`config.mk`:
```
export PLATFORM = sky130hd
export DESIGN_NAME = cu_fsm_mc
export DESIGN_NICKNAME = d
export VERILOG_FILES = /design/src/rtl/cu_fsm_mc_pkg.sv /design/src/rtl/cu_fsm_mc_watchdog.sv /design/src/rtl/cu_fsm_mc.sv
export SDC_FILE = /design/constraint.sdc
export NUM_CORES = 1
export LEC_CHECK = 0
export ABC_CLOCK_PERIOD_IN_PS = 4700
export BUFFER_PORTS_ARGS = -buffer_cell sky130_fd_sc_hd__buf_2
export CAP_MARGIN = 20
export CORE_ASPECT_RATIO = 0.75
export CORE_MARGIN = 5
export CORE_UTILIZATION = 40
export DETAILED_ROUTE_END_ITERATION = 8
export PLACE_DENSITY = 0.65
export SYNTH_ARGS = -nofsm -noshare
export SYNTH_HDL_FRONTEND = slang
export SYNTH_SLANG_ARGS = --single-unit
```
`constraint.sdc`:
```
create_clock -name CLK -period 4.7 [get_ports CLK]
set_input_delay 0.94 -clock CLK [delete_from_list [all_inputs] [get_ports CLK]]
set_output_delay 0.94 -clock CLK [all_outputs]
set_load 0.01 [all_outputs]
```
`src/rtl/cu_fsm_mc_pkg.sv`:
```
// Shared types for the OTTER multicycle control unit: opcode and state
// encodings plus the fault codes reported on the fault output.
package otter_cu_pkg;

   typedef enum logic [6:0] {
      OPC_LUI    = 7'b0110111,
      OPC_AUIPC  = 7'b0010111,
      OPC_JAL    = 7'b1101111,
      OPC_JALR   = 7'b1100111,
      OPC_BRANCH = 7'b1100011,
      OPC_LOAD   = 7'b0000011,
      OPC_STORE  = 7'b0100011,
      OPC_OP_IMM = 7'b0010011,
      OPC_OP     = 7'b0110011,
      OPC_SYSTEM = 7'b1110011
   } opcode_t;

   typedef enum logic [2:0] {
      ST_INIT,
      ST_FETCH,
      ST_EXEC,
      ST_WB,
      ST_INTR,
      ST_FAULT
   } state_t;

   localparam logic [1:0] FLT_NONE    = 2'b00;
   localparam logic [1:0] FLT_ILLEGAL = 2'b01;
   localparam logic [1:0] FLT_MEMTO   = 2'b10;

endpackage

```
`src/rtl/cu_fsm_mc_watchdog.sv`:
```
// Memory-wait watchdog: counts stalled cycles and flags the cycle on which
// the MEM_TIMEOUT-th consecutive wait occurs. MEM_TIMEOUT=0 disables it.
module cu_mem_watchdog #(
   parameter int unsigned MEM_TIMEOUT = 16
) (
   input  logic clk,
   input  logic rst,
   input  logic clr,
   input  logic en,
   output logic timeout
);

   generate
      if (MEM_TIMEOUT == 0) begin : g_off
         logic unused;
         assign unused  = ^{clk, rst, clr, en};
         assign timeout = 1'b0;
      end else begin : g_on
         localparam int unsigned CW = $clog2(MEM_TIMEOUT + 1);
         logic [CW-1:0] cnt;

         always_ff @(posedge clk) begin
            if (rst || clr) cnt <= '0;
            else if (en)    cnt <= cnt + CW'(1);
         end

         // Fires combinationally so the FSM leaves on the Nth wait cycle itself.
         assign timeout = en && (cnt == CW'(MEM_TIMEOUT - 1));
      end
   endgenerate

endmodule

```
`src/rtl/cu_fsm_mc.sv`:
```
// OTTER RV32I multicycle control unit: fetch/exec/writeback sequencing with
// memory handshake, watchdog, interrupt entry, SYSTEM decode and fault trap.
module cu_fsm_mc
   import otter_cu_pkg::*;
#(
   parameter int unsigned MEM_TIMEOUT = 16,
   parameter int unsigned INTR_EN     = 1,
   parameter int unsigned INSTRET_W   = 32
) (
   input  logic                 CLK,
   input  logic                 RST,
   input  logic [6:0]           opcode,
   input  logic [2:0]           func3,
   input  logic                 mem_rdy,
   input  logic                 intr,
   input  logic                 mie,
   output logic                 PCWRITE,
   output logic                 REGWRITE,
   output logic                 memWE2,
   output logic                 memRDEN1,
   output logic                 memRDEN2,
   output logic                 PC_reset,
   output logic                 csr_WE,
   output logic                 int_taken,
   output logic                 mret_exec,
   output logic [1:0]           fault,
   output logic [INSTRET_W-1:0] instret
);

   state_t  ps, ns;
   opcode_t opc;
   logic [1:0] fault_q, fault_nxt;
   logic wait_en, timeout, retire;

   assign opc   = opcode_t'(opcode);
   assign fault = fault_q;

   assign wait_en = !mem_rdy &&
                    ((ps == ST_FETCH) ||
                     ((ps == ST_EXEC) && ((opc == OPC_LOAD) || (opc == OPC_STORE))));

   cu_mem_watchdog #(.MEM_TIMEOUT(MEM_TIMEOUT)) u_wdog (
      .clk     (CLK),
      .rst     (RST),
      .clr     (ns != ps),
      .en      (wait_en),
      .timeout (timeout)
   );

   always_ff @(posedge CLK) begin
      if (RST) begin
         ps      <= ST_INIT;
         fault_q <= FLT_NONE;
         instret <= '0;
      end else begin
         ps      <= ns;
         fault_q <= fault_nxt;
         if (retire) instret <= instret + INSTRET_W'(1);
      end
   end

   always_comb begin
      ns        = ps;
      fault_nxt = fault_q;
      PCWRITE   = 1'b0;
      REGWRITE  = 1'b0;
      memWE2    = 1'b0;
      memRDEN1  = 1'b0;
      memRDEN2  = 1'b0;
      PC_reset  = 1'b0;
      csr_WE    = 1'b0;
      int_taken = 1'b0;
      mret_exec = 1'b0;

      case (ps)
         ST_INIT: begin
            PC_reset = 1'b1;
            ns       = ST_FETCH;
         end
         ST_FETCH: begin
            memRDEN1 = 1'b1;
            if (mem_rdy) ns = ST_EXEC;
            else if (timeout) begin
               ns        = ST_FAULT;
               fault_nxt = FLT_MEMTO;
            end
         end
         ST_EXEC: begin
            ns = ST_FETCH;
            case (opc)
               OPC_LUI, OPC_AUIPC, OPC_JAL, OPC_JALR, OPC_OP_IMM, OPC_OP: begin
                  PCWRITE  = 1'b1;
                  REGWRITE = 1'b1;
               end
               OPC_BRANCH: PCWRITE = 1'b1;
               OPC_LOAD: begin
                  memRDEN2 = 1'b1;
                  if (mem_rdy) ns = ST_WB;
                  else if (timeout) begin
                     ns        = ST_FAULT;
                     fault_nxt = FLT_MEMTO;
                  end else ns = ST_EXEC;
               end
               OPC_STORE: begin
                  memWE2 = 1'b1;
                  if (mem_rdy) PCWRITE = 1'b1;
                  else if (timeout) begin
                     ns        = ST_FAULT;
                     fault_nxt = FLT_MEMTO;
                  end else ns = ST_EXEC;
               end
               OPC_SYSTEM: begin
                  if (func3 == 3'b000) begin
                     mret_exec = 1'b1;
                     PCWRITE   = 1'b1;
                  end else if (func3 == 3'b100) begin
                     ns        = ST_FAULT;
                     fault_nxt = FLT_ILLEGAL;
                  end else begin
                     csr_WE   = 1'b1;
                     REGWRITE = 1'b1;
                     PCWRITE  = 1'b1;
                  end
               end
               default: begin
                  ns        = ST_FAULT;
                  fault_nxt = FLT_ILLEGAL;
               end
            endcase
         end
         ST_WB: begin
            PCWRITE  = 1'b1;
            REGWRITE = 1'b1;
            ns       = ST_FETCH;
         end
         ST_INTR: begin
            int_taken = 1'b1;
            PCWRITE   = 1'b1;
            ns        = ST_FETCH;
         end
         ST_FAULT: ns = ST_FAULT;
         default:  ns = ST_INIT;
      endcase

      // Interrupts divert only a retiring EXEC/WB cycle, never a memory wait.
      retire = ((ps == ST_EXEC) || (ps == ST_WB)) && PCWRITE;
      if (retire && (INTR_EN != 0) && intr && mie) ns = ST_INTR;
   end

endmodule
```
==> results.yml, run 1 <==
run_status:
  status: "complete, no violations"
sta:
  setup_viol: 0
  rsz0062_at_grt: "no"
  maxSlewViolCount: 0
  hold_viol: 0
  setup-tns-final_ns: 0
  slew_headroom: 0.412
  period_minus_slack_ns: 3.85
  fin_crit_sh: 0.820
  clock_skew_ns: 0.00769
  worst_pin_slew_ns: 0.879
  fmax_mhz: 259
clocking:
  cts_buffers: 5
  ctsResizeCount: 0
  cts.path.max_buffers: 2
  cts_setup_buffers: 0
  clkTransAtPathRegs_ns: 0.09
  cts_sinks: 42
  cts-root-buf: "clkbuf_8"
  cts_tree: "done"
  clk_latency_ns: 0.30
  cts_max_level: 2
  cts_hold_buffers: 0
finish:
  final_core_util: 0.481
  drive_gt1_frac: 0.207
  insertedDiodeCount: 0
  syn_to_final_growth_pct: 16.3
  nets: 365
  final_cell_mix: "buf_2, dfxtp_1, a21oi_1"
  final_common_cell: "buf_2"
setup_path:
  crit_type: "in2out"
  r2r-end: "instret[27]$_SDFFE_PP0N_"
  end_kind: "output pin"
  cp_data_required_time_ns: 3.76
  start_kind: "input port"
  worstSetupStartpoint: "opcode[1]"
  crit_arrival_ns: 2.91
  reg2reg_depth: 5
  timing.rr.start: "instret[5]$_SDFFE_PP0N_"
  r2r_slack_ns: 2.41
  worst-path-max-fanout: 11
placed_design:
  place.gp.congestion: 0.808
  numPortBuffers: 57
  post-dp-hpwl_mm: 4.42
logic_synthesis:
  ys_seq_area_frac: 0.347
  ys_seq_elements: 42
  synth_ff_type: "dfxtp_1"
  ys_types: 51
  synthesis.area_sq_mm: 0.00242
  ys_async_sr_fraction: 0
  synthCells: 302
  postSynthNetCount: 320
  syn_area_per_cell_sq_um: 8.02
  yosysWarnings: 0
  synth_edf_count: 0
global_route:
  grt_pass1_wl_mm: 10.2
  grt_max_degree: 41
  grt_usage: 0.158
  grt_pass1_vias: 2183
  gr-total-overflow: 0
  grt_antenna_before_repair: 0
pwr:
  p_int_mw: 0.496
  leakagePower_nw: 1.02
  pwr-share-clk: 0.380
  p_per_area_mw_per_mm2: 238
  p_seq_frac: 0.541
  p_sw_frac: 0.260
  pwr-share-comb: 0.079
  p_sw_mw: 0.174
  ir_drop_mv: 0.103
floorplanning:
  io_pins: 58
  die_y_um: 77.4
  fp.dieW_um: 99.9
  core_area_sq_mm: 0.00586
  initial_core_util: 0.414
  rows: 24
  die_area_sq_mm: 0.00773
drt:
  vias_per_cell: 5.74
  routed_wl_mm: 6.19
  postRouteAntennaNets: 0
  drc: 0
  vias: 2447
  drt_iter0_drc: 132
  dr.pass1.iters: 4
  wire_per_inst_um: 14.5
run:
  maxCapViolCount: 0
hold_path:
  holdCritStartpoint: "fault[0]$_SDFFE_PP0P_"
  min_path_cells: 2
  min_path_type: "reg2reg"
  min_to: "fault[0]$_SDFFE_PP0P_"
[worst max path at each step]
stage          endpoint
5_1_grt         PCWRITE
3_3_place_gp    PCWRITE
4_1_cts         PCWRITE
6_report        PCWRITE
3_5_place_dp    PCWRITE
2_1_floorplan   PCWRITE
[cell usage after synthesis, types with 3 or more instances]
cell / number / area, sq um
nand2b_1: 3 / 18.8
a31oi_1: 5 / 31.3
nor2_1: 22 / 82.6
a311o_1: 3 / 30.0
and3_1: 8 / 50.1
or4_1: 11 / 82.6
o31ai_1: 11 / 82.6
a21oi_1: 30 / 150
a311oi_1: 5 / 43.8
inv_1: 14 / 52.6
buf_2: 6 / 30.0
clkbuf_1: 12 / 45.0
nand3_1: 11 / 55.1
ha_1: 3 / 37.5
nor3_1: 10 / 50.1
and4_1: 5 / 43.8
nand2_1: 19 / 71.3
and2_1: 3 / 18.8
dfxtp_1: 42 / 841
or3_1: 10 / 62.6
xnor2_1: 8 / 70.1
o21ai_0: 14 / 70.1
o41ai_1: 3 / 26.3
nor2b_1: 4 / 25.0
nand4_1: 6 / 37.5
nor3b_1: 4 / 30.0
[cells by family after synthesis]
group,after synthesis,synth area share
and+or+nand+nor,130,0.318
AOI/OAI and AO/OA,83,0.223
DFF,42,0.347
buffers and inverters,33,0.0558
xor gates and xnor gates,9,0.0325
adders and majority gates,3,0.0155
muxes,2,0.00826
[per-layer routing]
layer  vias to the layer above  GRT usage  wire length (um)
met5                         -          0                 0
met4                         0     0.0409                68
met3                         8     0.0349               346
met2                        65      0.247              2720
met1                      1156      0.220              3050
li1                       1218          -                 -
[layout make-up]
type,instances,area [sq um]
fill,593,3040
multi-input combinational,227,1450
sequential,42,841
timing repair buffer,57,285
tap,78,97.6
clock buffer,6,82.6
inverter,14,52.6
clock inverter,2,12.5
[flip-flops by register name, summed over array words and instances, names as in the netlist]
signal	flops
fault	2
u_wdog.g_on.cnt	5
instret	32
ps	3
[power by group through the flow]
stage	clock network [mW]	logic, mW	registers (mW)
finish	0.254	0.0528	0.362
global route	0.274	0.0584	0.363
global placement	0	0.0521	0.371
CTS	0.262	0.0529	0.362
floorplan	0	0.0377	0.367
detailed placement	0	0.0526	0.371
[through the flow]
stage                     setup WS, ns  cell area, sq um  hold WS, ns  power (mW)  std cells
after floorplan                   1.61              2420        0.490       0.405        302
final                            0.846              2820        0.482       0.669        426
after global routing             0.721              2820        0.513       0.695        426
after detailed placement         0.890              2720        0.473       0.423        418
after CTS                        0.868              2820        0.488       0.677        426
after global placement           0.946              2720        0.466       0.423        418
[critical path: stages]
cell and delay [ns]:
buf_2 0.12, and4bb_1 0.30, a31oi_1 0.75, a31oi_1 0.30
or2_2 0.36, buf_2 0.14
No activity file was read; power rests on OpenSTA's default activity.
==> run 2, diff against run 1 <==
Settings changed: ABC_CLOCK_PERIOD_IN_PS 4700 to 3350, PLACE_DENSITY 0.65 to 0.68.
Clock period 4.7 ns to 3.35 ns, I/O delays scaled along.
==> run 2 against run 1 <==
  * Setup slack worse by 0.49 ns
  * Final area is 0.53% higher
  * Largest power group unchanged
  * Critical endpoint unchanged
  * Clock-buffer cell count grew 1
  * Flip-flop and latch count did not move
  * Non-clock buffer count is 2 higher
  * Combinational power increased by 43%
  * First-iteration DRC count rose by 51%
  * Register-to-register slack got worse by 1.4 ns
  * Clock skew rose by 0.0035 ns
  * Critical path depth is the same
  * Largest cell class unchanged
==> results.yml, run 2 (synthesis results as in run 1) <==
setup_path:
  reg2reg_depth: 5
  timing.rr.start: "instret[5]$_SDFFE_PP0N_"
  worst-path-max-fanout: 11
  crit_type: "in2out"
  start_kind: "input port"
  r2r_slack_ns: 1.01
  cp_data_required_time_ns: 2.68
  r2r-end: "instret[31]$_SDFFE_PP0N_"
  end_kind: "output pin"
  crit_arrival_ns: 2.32
sta:
  slew_headroom: 0.507
  hold_viol: 0
  rsz0062_at_grt: "no"
  setup_viol: 0
  worst_pin_slew_ns: 0.739
  fin_ws_ns: 0.360
  fmax_mhz: 334
  setup-tns-final_ns: 0
  fin_crit_sh: 0.893
  period_minus_slack_ns: 2.99
  maxSlewViolCount: 0
  clock_skew_ns: 0.0112
drt:
  drc: 0
  vias_per_cell: 5.71
  drt_iter0_drc: 199
  wire_per_inst_um: 14.6
  routed_wl_mm: 6.24
  postRouteAntennaNets: 0
  vias: 2443
  dr.pass1.iters: 4
clocking:
  cts_setup_buffers: 0
  cts_tree: "done"
  clk_latency_ns: 0.30
  cts-root-buf: "clkbuf_8"
  ctsResizeCount: 0
  cts_buffers: 5
  cts_max_level: 2
  cts_sinks: 42
  clkTransAtPathRegs_ns: 0.08
  cts.path.max_buffers: 2
  cts_hold_buffers: 0
pwr:
  p_per_area_mw_per_mm2: 333
  ir_drop_mv: 0.164
  leakagePower_nw: 1.03
finish:
  insertedDiodeCount: 0
  final.fill_count: 598
  largest_reg_flops: 32
  nets: 367
  drive_gt1_frac: 0.209
  multi_input_area_sq_mm: 0.00145
  final_common_cell: "buf_2"
  regArea_sq_um: 841
  reg.largest.list: "instret (32), u_wdog.g_on.cnt (5), ps (3)"
  final_cell_mix: "buf_2, dfxtp_1, a21oi_1"
  top_register: "instret"
  syn_to_final_growth_pct: 16.9
floorplanning:
  core_area_sq_mm: 0.00586
  io_pins: 58
  die_y_um: 77.4
  die_area_sq_mm: 0.00773
  fp.dieW_um: 99.9
  initial_core_util: 0.414
  rows: 24
placed_design:
  place.gp.congestion: 0.843
  pre_cts_ws_ns: 0.314
  numPortBuffers: 57
  post-dp-hpwl_mm: 4.47
global_route:
  grt_usage: 0.160
  gr-total-overflow: 0
  grt_max_degree: 41
  grt_pass1_wl_mm: 10.5
  grt_antenna_before_repair: 0
  grt_pass1_vias: 2254
run:
  maxCapViolCount: 0
run_status:
  status: "complete, no violations"
hold_path:
  min_path_cells: 2
  holdCritStartpoint: "fault[0]$_SDFFE_PP0P_"
  min_path_type: "reg2reg"
  min_to: "fault[0]$_SDFFE_PP0P_"
-- run 2: cell types whose count changed in the layout (fill, tap and decap cells not counted) --
cell | previous run | this run
buf_4 | 0 | 2
clkinv_2 | 1 | 0
inv_6 | 0 | 1
clkinvlp_4 | 1 | 0
clkbuf_1 | 0 | 1
-- run 2: report_power, final --
group          leakage (nW)  switching [mW]  internal [mW]
clock network        0.0489           0.189          0.171
logic                 0.647          0.0465         0.0292
registers             0.339         0.00666          0.502
total                  1.03           0.243          0.702
-- run 2: cell type report --
type | count | area share
multi-input combinational | 227 | 0.511
sequential | 42 | 0.297
timing repair buffer | 59 | 0.106
tap | 78 | 0.0345
clock buffer | 7 | 0.0305
inverter | 14 | 0.0186
clock inverter | 1 | 0.00309
-- run 2: worst max-delay path by stage --
stage / from / endpoint / slack (ns)
2_1_floorplan: opcode[2] / PCWRITE / 0.80
3_3_place_gp: opcode[2] / instret[31]$_SDFFE_PP0N_ / 0.41
3_5_place_dp: opcode[3] / instret[31]$_SDFFE_PP0N_ / 0.31
4_1_cts: opcode[3] / PCWRITE / 0.37
5_1_grt: opcode[3] / PCWRITE / 0.18
6_report: opcode[3] / PCWRITE / 0.36
-- run 2: through the flow --
step | hold WS [ns] | utilization | std cells | power, mW | instance area [sq um]
finish | 0.487 | 0.484 | 428 | 0.944 | 2830
global route | 0.515 | 0.484 | 428 | 0.984 | 2830
CTS | 0.489 | 0.484 | 428 | 0.951 | 2830
detailed placement | 0.477 | 0.468 | 420 | 0.596 | 2740
global placement | 0.466 | 0.468 | 420 | 0.595 | 2740
floorplan | 0.490 | - | 302 | 0.568 | 2420
-- run 2: routing by layer --
metal,up-vias,GRT usage,routed length (um)
met2,65,0.257,2800
met4,0,0.0327,42
li1,1226,-,-
met3,4,0.0448,386
met5,-,0,0
met1,1148,0.216,3010
-- run 2: worst max-delay path, stage by stage --
cell,delay [ns]
buf_2,0.12
and4bb_1,0.42
nand3_1,0.36
a31oi_1,0.45
or2_2,0.17
buf_2,0.12
